--- src/rtl/arb_pkg.sv ---
`default_nettype none
// ============================================================================
//  Module      : arb_pkg
//  Description : Shared constants and state type for the 8-way round-robin
//                arbiter and its priority picker.
//  Revision    : 1.0 - initial release
// ============================================================================
package arb_pkg;

   // Number of requesters and the width of an index into them
   localparam int N_REQ = 8;
   localparam int IDX_W = 3;

   // Arbiter state: waiting for a request, or a grant is held
   typedef enum logic [0:0] {
      IDLE  = 1'b0,
      GRANT = 1'b1
   } arb_state_e;

endpackage : arb_pkg
`default_nettype wire

--- src/rtl/rr_pick8.sv ---
`default_nettype none
// ============================================================================
//  Module      : rr_pick8
//  Description : Combinational round-robin picker. Rotates the request vector
//                so the priority pointer lands on bit 0, finds the first set
//                bit with fixed priority, then un-rotates the offset back into
//                an absolute requester index.
//  Revision    : 1.0 - initial release
// ============================================================================
module rr_pick8
   import arb_pkg::*;
(
   input  logic [N_REQ-1:0] i_req,
   input  logic [IDX_W-1:0] i_ptr,
   output logic [IDX_W-1:0] o_idx,
   output logic             o_any
);

   logic [N_REQ-1:0] w_rot;
   logic [IDX_W-1:0] w_off;

   // Rotate so that requester i_ptr sits at bit 0; the index sum wraps mod 8
   always_comb begin
      w_rot = '0;
      for (int i = 0; i < N_REQ; i++) begin
         w_rot[i] = i_req[i_ptr + IDX_W'(i)];
      end
   end

   // Fixed-priority find-first: scan from the top so the lowest set bit wins
   always_comb begin
      w_off = '0;
      for (int i = N_REQ - 1; i >= 0; i--) begin
         if (w_rot[i]) begin
            w_off = IDX_W'(i);
         end
      end
   end

   // Un-rotate the winning offset back to an absolute index
   always_comb begin
      o_idx = w_off + i_ptr;
      o_any = |i_req;
   end

endmodule : rr_pick8
`default_nettype wire

--- src/rtl/rr_arbiter8.sv ---
`default_nettype none
// ============================================================================
//  Module      : rr_arbiter8
//  Description : Eight-way round-robin arbiter with a hold-time limit.
//                Arbitration happens only in IDLE; a grant is held until the
//                holder drops its request or reaches HOLD_MAX cycles, after
//                which the pointer moves past the holder and one idle cycle
//                follows. Grant outputs decode from registered state only.
//                HOLD_MAX legal range is 2..256.
//  Revision    : 1.0 - initial release
// ============================================================================
module rr_arbiter8
   import arb_pkg::*;
#(
   parameter int HOLD_MAX = 16
)
(
   input  logic             clk,
   input  logic             rst,
   input  logic [N_REQ-1:0] i_req,
   output logic [N_REQ-1:0] o_gnt,
   output logic [IDX_W-1:0] o_gnt_idx,
   output logic             o_gnt_valid,
   output logic             o_timeout
);

   // Counter is just wide enough to reach HOLD_MAX-1, where the forced
   // release fires, so it can never wrap.
   localparam int                HCNT_W      = $clog2(HOLD_MAX);
   localparam logic [HCNT_W-1:0] c_HCNT_LAST = HCNT_W'(HOLD_MAX - 1);

   arb_state_e        r_state;
   arb_state_e        w_state_nxt;
   logic [IDX_W-1:0]  r_idx;
   logic [IDX_W-1:0]  w_idx_nxt;
   logic [IDX_W-1:0]  r_ptr;
   logic [IDX_W-1:0]  w_ptr_nxt;
   logic [HCNT_W-1:0] r_hcnt;
   logic [HCNT_W-1:0] w_hcnt_nxt;
   logic              r_timeout;
   logic              w_timeout_nxt;

   logic [IDX_W-1:0]  w_pick_idx;
   logic              w_pick_any;
   logic              w_holder_req;

   rr_pick8 u_pick (
      .i_req (i_req),
      .i_ptr (r_ptr),
      .o_idx (w_pick_idx),
      .o_any (w_pick_any)
   );

   assign w_holder_req = i_req[r_idx];

   // State register; reset overrides any release or timeout on the same edge
   always_ff @(posedge clk) begin
      if (rst) begin
         r_state   <= IDLE;
         r_idx     <= '0;
         r_ptr     <= '0;
         r_hcnt    <= '0;
         r_timeout <= 1'b0;
      end else begin
         r_state   <= w_state_nxt;
         r_idx     <= w_idx_nxt;
         r_ptr     <= w_ptr_nxt;
         r_hcnt    <= w_hcnt_nxt;
         r_timeout <= w_timeout_nxt;
      end
   end

   // Next-state logic: arbitrate in IDLE, count or release in GRANT.
   // The pointer moves only on release, so the released holder ranks last.
   always_comb begin
      w_state_nxt   = r_state;
      w_idx_nxt     = r_idx;
      w_ptr_nxt     = r_ptr;
      w_hcnt_nxt    = r_hcnt;
      w_timeout_nxt = 1'b0;
      case (r_state)
         IDLE: begin
            if (w_pick_any) begin
               w_state_nxt = GRANT;
               w_idx_nxt   = w_pick_idx;
               w_hcnt_nxt  = '0;
            end
         end
         GRANT: begin
            if (!w_holder_req) begin
               w_state_nxt = IDLE;
               w_ptr_nxt   = r_idx + IDX_W'(1);
               w_hcnt_nxt  = '0;
            end else if (r_hcnt == c_HCNT_LAST) begin
               w_state_nxt   = IDLE;
               w_ptr_nxt     = r_idx + IDX_W'(1);
               w_hcnt_nxt    = '0;
               w_timeout_nxt = 1'b1;
            end else begin
               w_hcnt_nxt = r_hcnt + HCNT_W'(1);
            end
         end
         default: begin
            w_state_nxt = IDLE;
         end
      endcase
   end

   // One-hot grant decoded from the registered index, gated by the state
   generate
      for (genvar g = 0; g < N_REQ; g++) begin : g_gnt_dec
         assign o_gnt[g] = (r_state == GRANT) && (r_idx == IDX_W'(g));
      end
   endgenerate

   assign o_gnt_idx   = r_idx;
   assign o_gnt_valid = (r_state == GRANT);
   assign o_timeout   = r_timeout;

endmodule : rr_arbiter8
`default_nettype wire

--- config.mk ---
export PLATFORM = sky130hd
export DESIGN_NAME = rr_arbiter8
export DESIGN_NICKNAME = d
export VERILOG_FILES = /design/src/rtl/arb_pkg.sv /design/src/rtl/rr_pick8.sv /design/src/rtl/rr_arbiter8.sv
export SDC_FILE = /design/constraint.sdc
export NUM_CORES = 1
export LEC_CHECK = 0
export CAP_MARGIN = 0
export CORE_MARGIN = 5
export CORE_UTILIZATION = 55
export CTS_CLUSTER_DIAMETER = 80
export DETAILED_ROUTE_END_ITERATION = 12
export PLACE_DENSITY = 0.79
export SETUP_SLACK_MARGIN = 0.02
export SYNTH_ARGS = -nofsm -noshare
export SYNTH_HDL_FRONTEND = slang
export SYNTH_SLANG_ARGS = --single-unit
--- constraint.sdc ---
create_clock -name clk -period 9 [get_ports clk]
set_input_delay 0.9 -clock clk [delete_from_list [all_inputs] [get_ports clk]]
set_output_delay 0.9 -clock clk [all_outputs]
set_load 0.02 [all_outputs]
Yosys cells after proc, flatten, opt, wreduce, memory -nomap -nowiden
Cells that the tools add are included.
{"block": "op_classes", "addsub": 10, "mul": 0, "div_mod_pow": 0, "magnitude_cmp": 9, "eq_ne": 10, "n_shift": 0, "mux": 37, "bitwise_logic": 2, "n_reduce_logical": 13}
{"op": "< comparator 3 x 4 -> 1 bit (second input constant)", "count": 9}
{"op": "two-way mux 3 bit", "count": 10}
{"op": "binary-select mux 1 bit (select 3 bit)", "count": 9}
{"op": "two-way mux 1 bit", "count": 13}
{"op": "adder 3 bit (second input constant)", "count": 4}
{"op": "== test 3 bit (second input constant)", "count": 4}
{"op": "two-way mux 4 bit", "count": 3}
{"op": "logical AND 1 bit", "count": 8}
{"op": "case mux 4 bit (2 select lines)", "count": 1}
{"op": "OR reduction 8 bit", "count": 1}
{"op": "adder 3 x 1 -> 3 bit (second input constant)", "count": 2}
{"op": "adder 3 x 2 -> 3 bit (second input constant)", "count": 2}
{"op": "== test 3 x 2 -> 1 bit (second input constant)", "count": 2}
{"op": "adder 4 x 1 -> 4 bit (second input constant)", "count": 1}
{"op": "== test 4 bit (second input constant)", "count": 1}
{"op": "inequality test 2 x 1 -> 1 bit (second input constant)", "count": 2}
{"op": "AND reduction 2 bit", "count": 2}
{"op": "adder 3 bit", "count": 1}
{"op": "== test 3 x 1 -> 1 bit (second input constant)", "count": 1}
{"op": "logical NOT 3 bit", "count": 1}
{"op": "OR reduction 3 bit", "count": 1}
{"op": "NOT 1 bit", "count": 2}
{"op": "case mux 1 bit (2 select lines)", "count": 1}
{"block": "word_totals", "regBits": 12, "latch_bits": 0, "ramBits": 0, "mem_bits_ro": 0, "inputBits": 10, "output_inout_bits": 13, "wordCells": 86, "n_memories": 0}

Depth between registers and ports, before layout
{"block": "depth", "word_depth": 12, "depth_mapped": 17, "depth_no_buf": 15}

Cells and area by module
A second synthesis with hierarchy kept.
{"block": "hier_totals", "hier_cells": 154, "hier_area_um2": 1401.3}
{"mod": "rr_arbiter8", "n_inst": 1, "cells_each": 86, "area_per_inst_um2": 754.5, "seq_area_each_um2": 240.2}
{"mod": "rr_pick8", "n_inst": 1, "cells_each": 68, "area_per_inst_um2": 646.9, "seq_area_each_um2": 0.0}

Least setup slack after synthesis
OpenSTA, ideal clock, no wires.
{"block": "synth_path", "path_kind": "input port to flip-flop", "from": "in i_req[7]", "to": "reg r_idx[2] (netlist: o_gnt_idx[2])", "setup_time_ns": 0.057, "t_arrival_ns": 3.035, "required_time_ns": 8.943, "slack_ns": 5.907, "path_stages": 13, "n_path_buf": 0, "path_cell_list": "mux4_1 -> nor2_1 -> o21bai_1 -> a211oi_1 -> nor2_1 -> a21oi_1 -> ha_1 -> inv_1 -> fa_1 -> nor2_1 -> o21ai_1 -> a311oi_1 -> a21o_1"}
{"block": "synth_via", "elab_chain_cells": 11, "word_cells_on_any_way": 27, "classes_between": "add/sub: 1; mux: 24; reduce/logical: 2"}
{"element": "start: declaration", "line": "rr_arbiter8.sv:20", "text": "input logic [N_REQ-1:0] i_req,"}
{"element": "binary-select mux 1 bit (select 3 bit)", "line": "rr_pick8.sv:26", "text": "w_rot[i] = i_req[i_ptr + IDX_W'(i)];"}
{"element": "two-way mux 1 bit (implied by the code)", "line": "rr_pick8.sv:26"}
{"element": "two-way mux 3 bit (8 in series)", "line": "rr_pick8.sv:34", "text": "if (w_rot[i]) begin"}
{"element": "adder 3 bit", "line": "rr_pick8.sv:42", "text": "o_idx = w_off + i_ptr;"}
{"element": "end signal: assignment", "line": "rr_arbiter8.sv:66", "text": "r_idx <= w_idx_nxt;"}
{"element": "end: declaration", "line": "rr_arbiter8.sv:34", "text": "logic [IDX_W-1:0] r_idx;"}
Several ways; a longest one is shown, not always the timed one. The select of a mux whose other input is x is not followed.
A chain may end at the register's enable or synchronous reset.

Worst setup path in the final report
{"block": "layout_path", "from": "reg r_ptr[0]", "to": "reg r_idx[2] (netlist: o_gnt_idx[2])"}
{"block": "layout_via", "elab_chain_cells": 12, "word_cells_on_any_way": 32, "classes_between": "add/sub: 8; mux: 24"}
{"element": "start: declaration", "line": "rr_arbiter8.sv:36", "text": "logic [IDX_W-1:0] r_ptr;"}
{"element": "start signal: assignment", "line": "rr_arbiter8.sv:67", "text": "r_ptr <= w_ptr_nxt;"}
{"element": "adder 3 bit", "line": "rr_pick8.sv:26"}
{"element": "binary-select mux 1 bit (select 3 bit)", "line": "rr_pick8.sv:26"}
{"element": "two-way mux 1 bit (implied by the code)", "line": "rr_pick8.sv:26"}
{"element": "two-way mux 3 bit (8 in series)", "line": "rr_pick8.sv:34"}
{"element": "adder 3 bit (*)", "line": "rr_pick8.sv:42"}
Mark *: on every way between the ends. The rest lies on a longest branch, timed or not. The select of a mux whose other input is x is not followed.

==> impl_metrics.env <==
export IMPL_outcome="completed"
export IMPL_r2r_slack_ns=5.33
export IMPL_drive_gt1_share_pct=12.3
export IMPL_switchingPower_uw=192
export IMPL_cts_tree="done"
export IMPL_antenna_left=0
export IMPL_rsz0062_at_grt="false"
export IMPL_grt_pass1_wl_um=5260
export IMPL_yosysSeqAreaShare_pct=17.6
export IMPL_dieArea_mm2=0.00358
export IMPL_cp_arrival_ns=3.89
export IMPL_multi_input_area_mm2=0.00104
export IMPL_route_detailed_wl_per_inst_um=16.1
export IMPL_routabilityCongestion=0.844
export IMPL_finalHoldViolCount=0
export IMPL_drc=0
export IMPL_path_class="reg2reg"
export IMPL_crit_reg2reg_launch="r_ptr[0]"
export IMPL_slowest_delay_ns=0.65
export IMPL_area_growth_pct=17.9
export IMPL_crit_path_cell_trace="inv_2 > ha_1 > mux2i_1 > mux4_2 > nor2b_1 > a22oi_1 > nor2_1 > a31oi_1 > fa_1 > nor2_1 > o21ai_1 > a311oi_1 > a21o_1"
export IMPL_route_vias_total=1187
export IMPL_reg2reg_to="o_gnt_idx[2]"
export IMPL_endpoint_kind="flop"
export IMPL_drt_pass1_iterations=4
export IMPL_synth_edf_count=0
export IMPL_slew_viol_final=0
export IMPL_cts_hold_buf=0
export IMPL_synth_warnings=0
export IMPL_final_cells=193
export IMPL_synth_top_cell_area_share_pct=17.6
export IMPL_min_path_cells=2
export IMPL_crit_slowest_cell="dfxtp_1"
export IMPL_syn_inst=144
export IMPL_synth_area_leader_cell="dfxtp_1"
export IMPL_wl_um=3100
export IMPL_clock_fmax_mhz=273
export IMPL_swShare_pct=45.7
export IMPL_nNetsFinal=185
export IMPL_max_slew_margin_rel_pct=48.1
export IMPL_finalCritPeriodShare_pct=40.7
export IMPL_reg2reg_depth=13
export IMPL_cts_buffers=3
export IMPL_critPathMaxFanout=11
export IMPL_grt_ovfl_total=0
export IMPL_core_mm2=0.00243
export IMPL_grt_usage_pct=19.3
export IMPL_drtIter0Drc=71
export IMPL_finalClockSkew_ns=0.00267
export IMPL_power_density_mw_per_mm2=261
export IMPL_register_area_um2=240
export IMPL_tightest_slew_ns=0.778
export IMPL_hold_path_class="reg2reg"
export IMPL_utilization_pct=66.2
export IMPL_die_y_um=59.8
export IMPL_die_x_um=59.8
export IMPL_grt_max_degree=19
export IMPL_fin_setup_tns_ns=0
export IMPL_cts_resized=0
export IMPL_startpoint="r_ptr[0]"
export IMPL_start_util_pct=56.2
export IMPL_dp_hpwl_um=2440
export IMPL_cts_buffer_depth=2
export IMPL_rows=18
export IMPL_grt_pass1_vias=1162
export IMPL_synthFlopType="dfxtp_1"
export IMPL_power_frac_clock_pct=10.3
export IMPL_antenna_found_initial=0
export IMPL_pwr_share_comb_pct=65.7
export IMPL_syn_avg_cell_area_um2=9.49
export IMPL_maxCapViolCount=0
export IMPL_total_leakage_power_nw=0.643
export IMPL_clock_sinks=12
export IMPL_postCtsSetupRepairBufs=0
export IMPL_n_fill_cell=192
export IMPL_place_inst=189
export IMPL_irDropWorstVdd_mv=0.189
export IMPL_holdPathEnd="r_hcnt[2]"
export IMPL_drt_vias_per_instance=6.15
export IMPL_hold_start="r_hcnt[2]"
export IMPL_cts_root_buf="clkbuf_4"
export IMPL_diodes=0
export IMPL_clkLatencyLatePin_ns=0.27
export IMPL_period_needed_ns=3.67
export IMPL_synth_seq_cells=12
export IMPL_required_ns=9.23
export IMPL_sequentialPowerShare_pct=24.0
export IMPL_synthArstFlopShare_pct=0
export IMPL_syn_area_mm2=0.00137
export IMPL_synthTopCellsByArea="dfxtp_1 (18%), mux4_2 (15%), ha_1 (9.2%)"
export IMPL_power_internal_uw=228
export IMPL_crit_top_cell="nor2_1"
export IMPL_clk_pin_slew_ns=0.08
export IMPL_top_level_ports=23
export IMPL_setup_viol=0
export IMPL_port_buffers=22
export IMPL_synth_net_count=165
export IMPL_h_tree_depth=1
export IMPL_ys_types=42
export IMPL_start_kind="flop"
how the worst max path moves through the flow:
stage / end / cells past startpoint
after CTS: o_gnt_idx[2] / 13
final: o_gnt_idx[2] / 13
after global routing: o_gnt_idx[2] / 13
after global placement: o_gnt_idx[2] / 14
after floorplan: o_gnt_idx[2] / 13
after detailed placement: o_gnt_idx[2] / 14
layout by cell type (no fill, tap or decap), types with 3 or more instances in the layout:
cell type	n
clkdlybuf4s50_1	22
nor2_1	19
dfxtp_1	12
mux2i_1	11
ha_1	10
mux4_2	9
inv_1	7
a21oi_1	7
nand2_1	6
o21ai_1	5
and2_1	5
nor2b_1	4
and3_1	4
mux4_1	3
a211oi_1	3
nor4_1	3
clkbuf_4	3
critical path: cells and delay by family (launching register included):
kind,cells,cell delay (ns)
buffers and inverters,1,0.18
adder cells (fa/ha/maj),2,1.06
flip-flops,1,0.65
multiplexers,2,0.67
AND/OR/NAND/NOR,3,0.44
AO/OA/AOI/OAI,5,0.63
synth_stat cells, types with 3 or more instances:
| cell | count |
|---|---|
| mux4_2 | 9 |
| a21oi_1 | 7 |
| dfxtp_1 | 12 |
| nand2_1 | 6 |
| inv_1 | 7 |
| ha_1 | 10 |
| a211oi_1 | 3 |
| nor2b_1 | 4 |
| nor4_1 | 3 |
| mux2i_1 | 11 |
| o21ai_1 | 5 |
| and2_1 | 5 |
| and3_1 | 4 |
| mux4_1 | 3 |
| nor2_1 | 19 |
logic make-up after synthesis:
| kind of cell | count (synthesis) | synth area share (%) |
|---|---|---|
| and+or+nand+nor | 52 | 20.2 |
| AOI/OAI and AO/OA | 25 | 12.0 |
| muxes | 24 | 30.3 |
| buffers and inverters | 16 | 6.14 |
| DFF | 12 | 17.6 |
| adders and majority gates | 11 | 10.6 |
| xor gates and xnor gates | 4 | 3.11 |
final cells by class:
| class | instances | share of cell area, % |
|---|---|---|
| multi-input combinational | 116 | 64.7 |
| sequential | 12 | 14.9 |
| timing repair buffer | 22 | 13.7 |
| tap | 30 | 2.33 |
| clock buffer | 4 | 2.25 |
| inverter | 9 | 2.10 |
metrics by stage:
step                setup slack (ns)  cell area, um^2  hold slack [ns]  total power, mW
floorplan                       5.91             1370            0.459            0.315
global placement                5.28             1570            0.473            0.368
detailed placement              5.17             1570            0.499            0.377
CTS                             5.32             1610            0.510            0.421
global route                    4.94             1610            0.533            0.457
finish                          5.33             1610            0.509            0.420
sequential cells by signal (all words and copies together) (netlist names):
name and flops:
r_hcnt 4, o_gnt_idx 3, r_ptr 3, o_gnt_valid 1, o_timeout 1
routing by layer:
metal  track usage (%)  up-vias  share of wire [%]
met2              35.6       20                 55
met1              22.9      592                 41
met3              3.89        4                2.9
met5                 0        -                  0
met4              3.80        0               0.71
li1                  -      571                  -
power by group through the flow:
stage	Clock [mW]	Combinational [mW]	Sequential [mW]
after global placement	0	0.267	0.101
after floorplan	0	0.229	0.0866
after CTS	0.0438	0.277	0.101
final	0.0434	0.276	0.101
after global routing	0.0465	0.305	0.105
after detailed placement	0	0.275	0.102
(Power assumes the default switching activity.)
